## config.mk

```make
export PLATFORM = sky130hd
export DESIGN_NAME = ringbuf_tx_arbiter
export DESIGN_NICKNAME = d
export VERILOG_FILES = /design/src/rtl/ringbuf_tx_arbiter_pkg.sv /design/src/rtl/ringbuf_rr_pick.sv /design/src/rtl/ringbuf_tx_arbiter.sv
export SDC_FILE = /design/constraint.sdc
export NUM_CORES = 1
export LEC_CHECK = 0
export ABC_AREA = 1
export ABC_CLOCK_PERIOD_IN_PS = 1800
export CAP_MARGIN = 10
export CORE_UTILIZATION = 50
export DETAILED_ROUTE_END_ITERATION = 8
export PLACE_DENSITY = 0.74
export SLEW_MARGIN = 20
export SYNTH_ARGS = -nofsm -noshare
export SYNTH_HDL_FRONTEND = slang
export SYNTH_HIERARCHICAL = 1
export SYNTH_SLANG_ARGS = --single-unit
```

## constraint.sdc

```tcl
create_clock -name clock -period 1.8 [get_ports clock]
set_clock_uncertainty 0.05 [all_clocks]
set_input_delay 0.54 -clock clock [delete_from_list [all_inputs] [get_ports clock]]
set_output_delay 0.54 -clock clock [all_outputs]
set_load 0.05 [all_outputs]
```

## src/rtl/ringbuf_tx_arbiter_pkg.sv

```systemverilog
// ringbuf_tx_arbiter_pkg
// Shared definitions for the ring-buffer transmit arbiter: the arbiter state
// encoding and the counter-width helpers derived from the frame length.
// No ports.

package ringbuf_tx_arbiter_pkg;

    typedef enum logic [1:0] {
        StIdle = 2'd0,
        StArb  = 2'd1,
        StSend = 2'd2,
        StGap  = 2'd3
    } arb_state_e;

    // Gap counter width; covers GAP_BITS up to 15.
    localparam int unsigned GapCntW = 4;

    // Bit counter must hold the terminal value FRAME_BITS itself.
    function automatic int unsigned bit_cnt_width(input int unsigned frame_bits);
        return $clog2(frame_bits + 1);
    endfunction

endpackage

```

## src/rtl/ringbuf_rr_pick.sv

```systemverilog
// ringbuf_rr_pick
// Combinational masked round-robin picker: grants the lowest-indexed request
// at or above the pointer, wrapping to the lowest-indexed request overall.
// Ports:
//   req_i  - request vector
//   ptr_i  - round-robin start index
//   gnt_o  - one-hot grant (all zero when req_i is zero)

module ringbuf_rr_pick #(
    parameter int unsigned NReq = 4,
    parameter int unsigned PtrW = 2
) (
    input  logic [NReq-1:0] req_i,
    input  logic [PtrW-1:0] ptr_i,
    output logic [NReq-1:0] gnt_o
);

    logic [NReq-1:0] masked;
    logic [NReq-1:0] src;
    logic            found;

    always_comb begin
        masked = '0;
        for (int i = 0; i < NReq; i++) begin
            masked[i] = req_i[i] && (PtrW'(i) >= ptr_i);
        end
        // Nothing at or above the pointer: wrap around to the full vector.
        src   = (|masked) ? masked : req_i;
        gnt_o = '0;
        found = 1'b0;
        for (int i = 0; i < NReq; i++) begin
            if (src[i] && !found) begin
                gnt_o[i] = 1'b1;
                found    = 1'b1;
            end
        end
    end

endmodule

```

## src/rtl/ringbuf_tx_arbiter.sv

```systemverilog
// ringbuf_tx_arbiter
// Shares the ring buffer's serial transmit input among N_REQ requesters. One
// whole frame of FRAME_BITS bits is granted at a time, round-robin, paced by
// rising edges of txc, followed by GAP_BITS idle txc periods.
// Optional: define RINGBUF_TX_ARB_PRIORITY_EN to give requester 0 absolute
// priority at arbitration; the others stay round-robin among themselves.
// Ports:
//   clock      - system clock (same as ringbuf)
//   reset      - asynchronous active-low reset
//   req        - per-requester frame request, sampled only in arbitration
//   txd_in     - per-requester current serial bit
//   txc        - transmit bit strobe from ringbuf
//   gnt        - one-hot grant, held for the whole frame
//   bit_ack    - one-clock pulse: bit consumed, present the next one
//   txda       - serial data to ringbuf
//   busy       - frame or gap in progress
//   frame_done - one-clock pulse after the last bit of a frame

module ringbuf_tx_arbiter
    import ringbuf_tx_arbiter_pkg::*;
#(
    parameter int unsigned N_REQ      = 4,
    parameter int unsigned FRAME_BITS = 16,
    parameter int unsigned GAP_BITS   = 2,
    parameter logic        IDLE_LEVEL = 1'b0
) (
    input  logic             clock,
    input  logic             reset,
    input  logic [N_REQ-1:0] req,
    input  logic [N_REQ-1:0] txd_in,
    input  logic             txc,
    output logic [N_REQ-1:0] gnt,
    output logic [N_REQ-1:0] bit_ack,
    output logic             txda,
    output logic             busy,
    output logic             frame_done
);

    localparam int unsigned BitCntW = bit_cnt_width(FRAME_BITS);
    localparam int unsigned PtrW    = $clog2(N_REQ);

    arb_state_e           state_q, state_d;
    logic                 txc_q;
    logic [N_REQ-1:0]     gnt_q, gnt_d;
    logic [N_REQ-1:0]     bit_ack_q, bit_ack_d;
    logic                 txda_q, txda_d;
    logic                 frame_done_q, frame_done_d;
    logic [PtrW-1:0]      rr_q, rr_d;
    logic [BitCntW-1:0]   bit_cnt_q, bit_cnt_d;
    logic [GapCntW-1:0]   gap_cnt_q, gap_cnt_d;

    logic                 txc_rise;
    logic [N_REQ-1:0]     pick_req;
    logic [N_REQ-1:0]     pick_gnt;
    logic [N_REQ-1:0]     arb_gnt;
    logic [PtrW-1:0]      gnt_idx;
    logic [PtrW-1:0]      rr_next;

    assign txc_rise = txc & ~txc_q;

`ifdef RINGBUF_TX_ARB_PRIORITY_EN
    // Requester 0 is served outside the rotation, so hide it from the picker.
    assign pick_req = {req[N_REQ-1:1], 1'b0};
`else
    assign pick_req = req;
`endif

    ringbuf_rr_pick #(
        .NReq (N_REQ),
        .PtrW (PtrW)
    ) u_rr_pick (
        .req_i (pick_req),
        .ptr_i (rr_q),
        .gnt_o (pick_gnt)
    );

    always_comb begin
        arb_gnt = pick_gnt;
`ifdef RINGBUF_TX_ARB_PRIORITY_EN
        if (req[0]) begin
            arb_gnt = {{(N_REQ-1){1'b0}}, 1'b1};
        end
`endif
    end

    always_comb begin
        gnt_idx = '0;
        for (int i = 0; i < N_REQ; i++) begin
            if (gnt_q[i]) begin
                gnt_idx = PtrW'(i);
            end
        end
        rr_next = (gnt_idx == PtrW'(N_REQ - 1)) ? '0 : gnt_idx + PtrW'(1);
`ifdef RINGBUF_TX_ARB_PRIORITY_EN
        // A priority grant to requester 0 leaves the rotation where it was.
        if (gnt_q[0]) begin
            rr_next = rr_q;
        end
`endif
    end

    always_comb begin
        state_d      = state_q;
        gnt_d        = gnt_q;
        bit_ack_d    = '0;
        txda_d       = txda_q;
        frame_done_d = 1'b0;
        rr_d         = rr_q;
        bit_cnt_d    = bit_cnt_q;
        gap_cnt_d    = gap_cnt_q;

        unique case (state_q)
            StIdle: begin
                if (|req) begin
                    state_d = StArb;
                end
            end
            StArb: begin
                if (!(|req)) begin
                    state_d = StIdle;
                end else begin
                    gnt_d     = arb_gnt;
                    bit_cnt_d = '0;
                    state_d   = StSend;
                end
            end
            StSend: begin
                if (txc_rise) begin
                    if (bit_cnt_q == BitCntW'(FRAME_BITS)) begin
                        txda_d       = IDLE_LEVEL;
                        frame_done_d = 1'b1;
                        gnt_d        = '0;
                        rr_d         = rr_next;
                        gap_cnt_d    = '0;
                        state_d      = (GAP_BITS == 0) ? StIdle : StGap;
                    end else begin
                        txda_d    = txd_in[gnt_idx];
                        bit_ack_d = gnt_q;
                        bit_cnt_d = bit_cnt_q + BitCntW'(1);
                    end
                end
            end
            StGap: begin
                if (txc_rise) begin
                    if (gap_cnt_q == GapCntW'(GAP_BITS - 1)) begin
                        gap_cnt_d = '0;
                        state_d   = StIdle;
                    end else begin
                        gap_cnt_d = gap_cnt_q + GapCntW'(1);
                    end
                end
            end
            default: begin
                state_d = StIdle;
            end
        endcase
    end

    always_ff @(posedge clock or negedge reset) begin
        if (!reset) begin
            state_q      <= StIdle;
            txc_q        <= 1'b0;
            gnt_q        <= '0;
            bit_ack_q    <= '0;
            txda_q       <= IDLE_LEVEL;
            frame_done_q <= 1'b0;
            rr_q         <= '0;
            bit_cnt_q    <= '0;
            gap_cnt_q    <= '0;
        end else begin
            state_q      <= state_d;
            txc_q        <= txc;
            gnt_q        <= gnt_d;
            bit_ack_q    <= bit_ack_d;
            txda_q       <= txda_d;
            frame_done_q <= frame_done_d;
            rr_q         <= rr_d;
            bit_cnt_q    <= bit_cnt_d;
            gap_cnt_q    <= gap_cnt_d;
        end
    end

    assign gnt        = gnt_q;
    assign bit_ack    = bit_ack_q;
    assign txda       = txda_q;
    assign frame_done = frame_done_q;
    assign busy       = (state_q == StSend) || (state_q == StGap);

endmodule
```

# == Word level (Yosys, flattened, before mapping) ==
# Cells that the tools add are included.
# classes
addsub,3
n_reduce_logical,22
order_cmp,5
n_eq_ne,13
n_mux,39
bitwise,2
# op_table
cell,n
$mux 4,10
$mux 2,9
$pmux 4 s2,2
$mux 5,3
$ne 2x2->1 const B,7
$mux 1,12
$pmux 5 s2,1
$pmux 2 s4,1
$reduce_and 4->1,2
$reduce_or 4->1,2
$logic_and 1x1->1,7
$eq 2x2->1 const B,3
$reduce_and 3->1,2
$add 5x1->5 const B,1
$eq 5x5->1 const B,1
$reduce_and 5->1,1
$add 4x1->4 const B,1
$eq 4x1->1 const B,1
$ge 1x2->1 const A,2
$ge 2x2->1 const A,2
$reduce_bool 2->1,2
$logic_not 1->1,3
$lt 2x3->1 const B,1
$add 2x1->2 const B,1
7 further kinds,7
# totals
inputBits,11
word_cells,93
ff_bits,24

# == Depth between registers and ports, before layout ==
# Gate-level depths: netlist (run 1).
# depth
depth_word,16
mapped_depth,11
depth_no_buf,11

# == Modules after synthesis ==
# Netlist (run 1), hierarchy kept.
# by_module_without_submodules
mod,n_inst,cells_per_inst,area_per_inst_um2
ringbuf_tx_arbiter,1,158,1272.5
ringbuf_rr_pick,1,18,76.3

# == Worst setup path after synthesis (run 1) ==
# Ideal clock, no wire load.
# synth_path
path_kind,register to output
start,register (tool-made name)
end,output busy
path_buffers,1
t_arrival_ns,0.945
slack_ns,0.265
path_stages_with_launch,2
t_required_ns,1.210
cell_sequence,dfrtp_1 -> dlygate4sd1_1
# synth_lines
element,line_no,rtl
end: declaration,ringbuf_tx_arbiter.sv:35,"output logic busy,"

==> run_results.csv, run 1 <==
group,metric,value,unit
drt,drc_errors,0,
critical_path,startpoint_type,"flip-flop",
global_route,grt_pass1_vias,1144,
cts,tritoncts_num_sinks,24,
synth,netlist_top_cells_area,"sky130_fd_sc_hd__dfrtp_1 (45%), sky130_fd_sc_hd__nand2_1 (17%), sky130_fd_sc_hd__nor2_1 (5.8%)",
synth,ys_types,20,
power_and_ir_drop,cellLeakagePower,0.922,nW
floorplanning,initial_core_util,53.5,%
critical_path,slowest_stage,"sky130_fd_sc_hd__dfrtp_1",
timing,finalHoldViolations,0,
global_route,grt.total_usage,22.8,%
drt,totalWireLength,2800,um
power_and_ir_drop,vdd.ir_drop.worst,0.00113,V
floorplanning,placement_rows,18,
placement,placement.io_buffers,21,
critical_path,worst_endpoint_data_arrival_time,1.05,ns
power_and_ir_drop,cellPowerDensity,1410,mW/mm2
floorplanning,die_outline_width,53.9,um
cts,ctsLongestPathBuffers,2,
floorplanning,design.portCount,22,
layout,fin_area,0.00179,mm2
synth,syn_area_per_cell,7.66,um2
synth,post_synth_inst_count,176,
timing,min_period_over_period,91.1,%
drt,post_detailed_route_via_to_cell_ratio,5.14,
layout,finalNetCount,221,
placement,place_congestion,0.813,
critical_path,timing.critical_path.to_type,"output port",
timing,period_minus_slack,1.64,ns
cts,ctsHtreeMaxLevel,1,
synth,synthesis.area,0.00135,mm2
drt,dr.pass1.iters,5,
timing,tns,0,ns
floorplanning,vertical_die_dimension,53.9,um
cts,path_clk_slew,0.13,ns
synth,synth.yosys.seq_area_share,44.5,%
synth,fraction_of_post_synthesis_cell_area_in_the_top_cell_type_by_area,44.5,%
critical_path,timing_worst_setup_path_type,"flip-flop to output port",
timing,clock.fmax,0.610,GHz
placement,final_hpwl_dp,2240,um
critical_path,critical_path.cell_chain,"buf_12",
drt,ant_nets,0,
critical_path,kind_of_cell_with_the_highest_combined_delay_on_the_critical_path,"flip-flops",
timing,timing_max_transition_violations_final,0,
floorplanning,die_area,0.00291,mm2
drt,detail_route.iter0.violations,19,
min_path,timing.hold.worst.class,"flip-flop to flip-flop",
status,status,"finished, final reports clean",
global_route,grt_max_degree,25,
synth,yosysTopAreaCell,"sky130_fd_sc_hd__dfrtp_1",
timing,rsz0062_at_grt,"no",
global_route,grt_first_pass_wirelength,4640,um
drt,vias,1208,
timing,setup_violations,0,
timing,slew_headroom,79.1,%
timing,worst_pin_slew,0.310,ns
cts,tritoncts_clock_tree,"built",
synth,mappedNetlistNets,191,
run,cap_viol_max_count,0,
layout,filler_cell_count,202,
critical_path,worst_path_largest_cell_delay,0.55,ns
layout,drive_gt1_share,19.5,%
critical_path,worstPathRequired,1.21,ns
synth,postSynthRegisterBits,24,
cts,clock_latency,0.32,ns
critical_path,worst-path-max-fanout,7,
global_route,grt-ovfl-total,0,
drt,routed_wire_length_per_instance,11.9,um
floorplanning,core_region_area,0.00252,mm2
synth,synth_warnings,6,
layout,area_growth,32.7,%
cts,cts_buffers,3,
global_route,grt_antenna_before_repair,0,
layout,num_antenna_cells,0,
cts,clockRootBuffer,"sky130_fd_sc_hd__clkbuf_4",
critical_path,cp_num_buf_inv,1,
cts,cts-hold-fix-buffers,0,
placement,placed_cell_area,0.00173,mm2
timing repair:
| item | CTS | global route |
|---|---|---|
| endpoints found under the setup margin | 0 | 1 |
| buffers inserted | 0 | 1 |
| gates resized for setup | 0 | 1 |
state kept, by name, summed over array words and instances, names as in the netlist, named ones only:
name / flops
bit_ack: 4
bit_cnt_q: 5
frame_done: 1
gap_cnt_q: 4
gnt: 4
rr_q: 2
state_q: 1
txc_q: 1
txda: 1
report_power, final:
group          switching [W]  internal [W]  leakage (nW)  total [W]
Clock               0.000165      0.000225        0.0279   0.000391
Combinational       0.000772      0.000527         0.572    0.00130
Sequential          0.000176      0.000659         0.322   0.000836
layer usage:
metal	vias up	global-route usage [%]	wire length (um)
met2	41	42.4	1490
li1	605	-	-
met4	0	13.2	97
met5	-	0	0
met3	11	3.39	123
met1	551	24.1	1090
cells by family after synthesis:
group,after synthesis,synth area share (%)
AOI/OAI and AO/OA,16,7.24
xor gates and xnor gates,4,2.60
DFF,24,44.5
buffers and inverters,23,6.77
adders and majority gates,4,3.71
and+or+nand+nor,105,35.2
layout by cell type (no fill, tap or decap):
cell,synthesis,layout
sky130_fd_sc_hd__o21ai_2,3,3
sky130_fd_sc_hd__nor2_1,21,21
sky130_fd_sc_hd__nor2_4,4,4
sky130_fd_sc_hd__o21a_1,1,1
sky130_fd_sc_hd__nand2_4,2,2
sky130_fd_sc_hd__nand3_1,11,11
sky130_fd_sc_hd__bufinv_16,0,1
sky130_fd_sc_hd__o211ai_1,1,1
sky130_fd_sc_hd__buf_12,0,11
sky130_fd_sc_hd__clkdlybuf4s50_1,0,10
sky130_fd_sc_hd__o21ai_0,7,7
sky130_fd_sc_hd__inv_1,19,19
sky130_fd_sc_hd__buf_4,0,5
sky130_fd_sc_hd__or2_2,2,2
sky130_fd_sc_hd__nand2_2,4,5
sky130_fd_sc_hd__a21oi_1,3,3
sky130_fd_sc_hd__xor2_1,4,4
sky130_fd_sc_hd__ha_1,4,4
sky130_fd_sc_hd__nand2_1,60,59
sky130_fd_sc_hd__dfrtp_1,24,24
sky130_fd_sc_hd__nand3_2,1,1
sky130_fd_sc_hd__inv_2,3,3
sky130_fd_sc_hd__clkbuf_4,0,3
sky130_fd_sc_hd__a31oi_1,1,1
synthesized netlist by cell type:
library cell and number:
sky130_fd_sc_hd__nand2_1 60, sky130_fd_sc_hd__nor2_4 4, sky130_fd_sc_hd__xor2_1 4, sky130_fd_sc_hd__o211ai_1 1, sky130_fd_sc_hd__nand2_2 4, sky130_fd_sc_hd__inv_1 19, sky130_fd_sc_hd__a31oi_1 1, sky130_fd_sc_hd__nand2_4 2
sky130_fd_sc_hd__dfrtp_1 24, sky130_fd_sc_hd__dlygate4sd1_1 1, sky130_fd_sc_hd__nand3_2 1, sky130_fd_sc_hd__inv_2 3, sky130_fd_sc_hd__or2_2 2, sky130_fd_sc_hd__ha_1 4, sky130_fd_sc_hd__nor2_1 21, sky130_fd_sc_hd__a21oi_1 3
sky130_fd_sc_hd__nand3_1 11, sky130_fd_sc_hd__o21ai_0 7, sky130_fd_sc_hd__o21ai_2 3, sky130_fd_sc_hd__o21a_1 1
per-stage QoR:
step,total power (W),hold WS (ns),utilization (%),setup WS (ns),cells
floorplan,0.00163,0.194,-,0.265,176
global placement,0.00208,0.461,68.5,-0.0116,230
detailed placement,0.00213,0.462,68.5,-0.0667,230
CTS,0.00252,0.494,70.6,0.120,234
global route,0.00270,0.534,71.0,0.0518,235
finish,0.00253,0.489,71.0,0.161,235
final cells by class:
class                   count  area, um2  area share [%]
clock buffers               3       22.5            1.26
well taps                  30       37.5            2.10
multi-input cells         129        659            36.8
flip-flops and latches     24        601            33.5
clock inverters             1       30.0            1.68
repair buffers             26        358            20.0
inverters                  22       82.6            4.61
final timing paths:
kind | start | endpoint | slack [ns] | cells past startpoint
hold / removal | gap_cnt_q[3]$_DFFE_PN0P_ | gap_cnt_q[3]$_DFFE_PN0P_ | 0.49 | 2
hold reg to reg | gap_cnt_q[3]$_DFFE_PN0P_ | gap_cnt_q[3]$_DFFE_PN0P_ | 0.49 | 2
min in group asynchronous | reset | gnt[0]$_DFFE_PN0P_ | 0.50 | 2
max in group asynchronous | reset | gap_cnt_q[1]$_DFFE_PN0P_ | 0.96 | 2
setup / recovery | flip-flop | busy | 0.16 | 1
setup reg to reg | bit_cnt_q[0]$_DFFE_PN0P_ | flip-flop | 0.20 | 11
Note: power is estimated with default switching activity, not from simulation.
==> run 2: changes to the inputs <==
--- a/config.mk
+++ b/config.mk
@@ -9,6 +9,7 @@
 export ABC_CLOCK_PERIOD_IN_PS = 1800
 export CAP_MARGIN = 10
 export CORE_UTILIZATION = 50
+export CTS_CLUSTER_DIAMETER = 100
 export DETAILED_ROUTE_END_ITERATION = 8
 export PLACE_DENSITY = 0.74
 export SLEW_MARGIN = 20
==> results of run 2 <==
The final DEF is identical to that of run 1; final timing and power are the same.
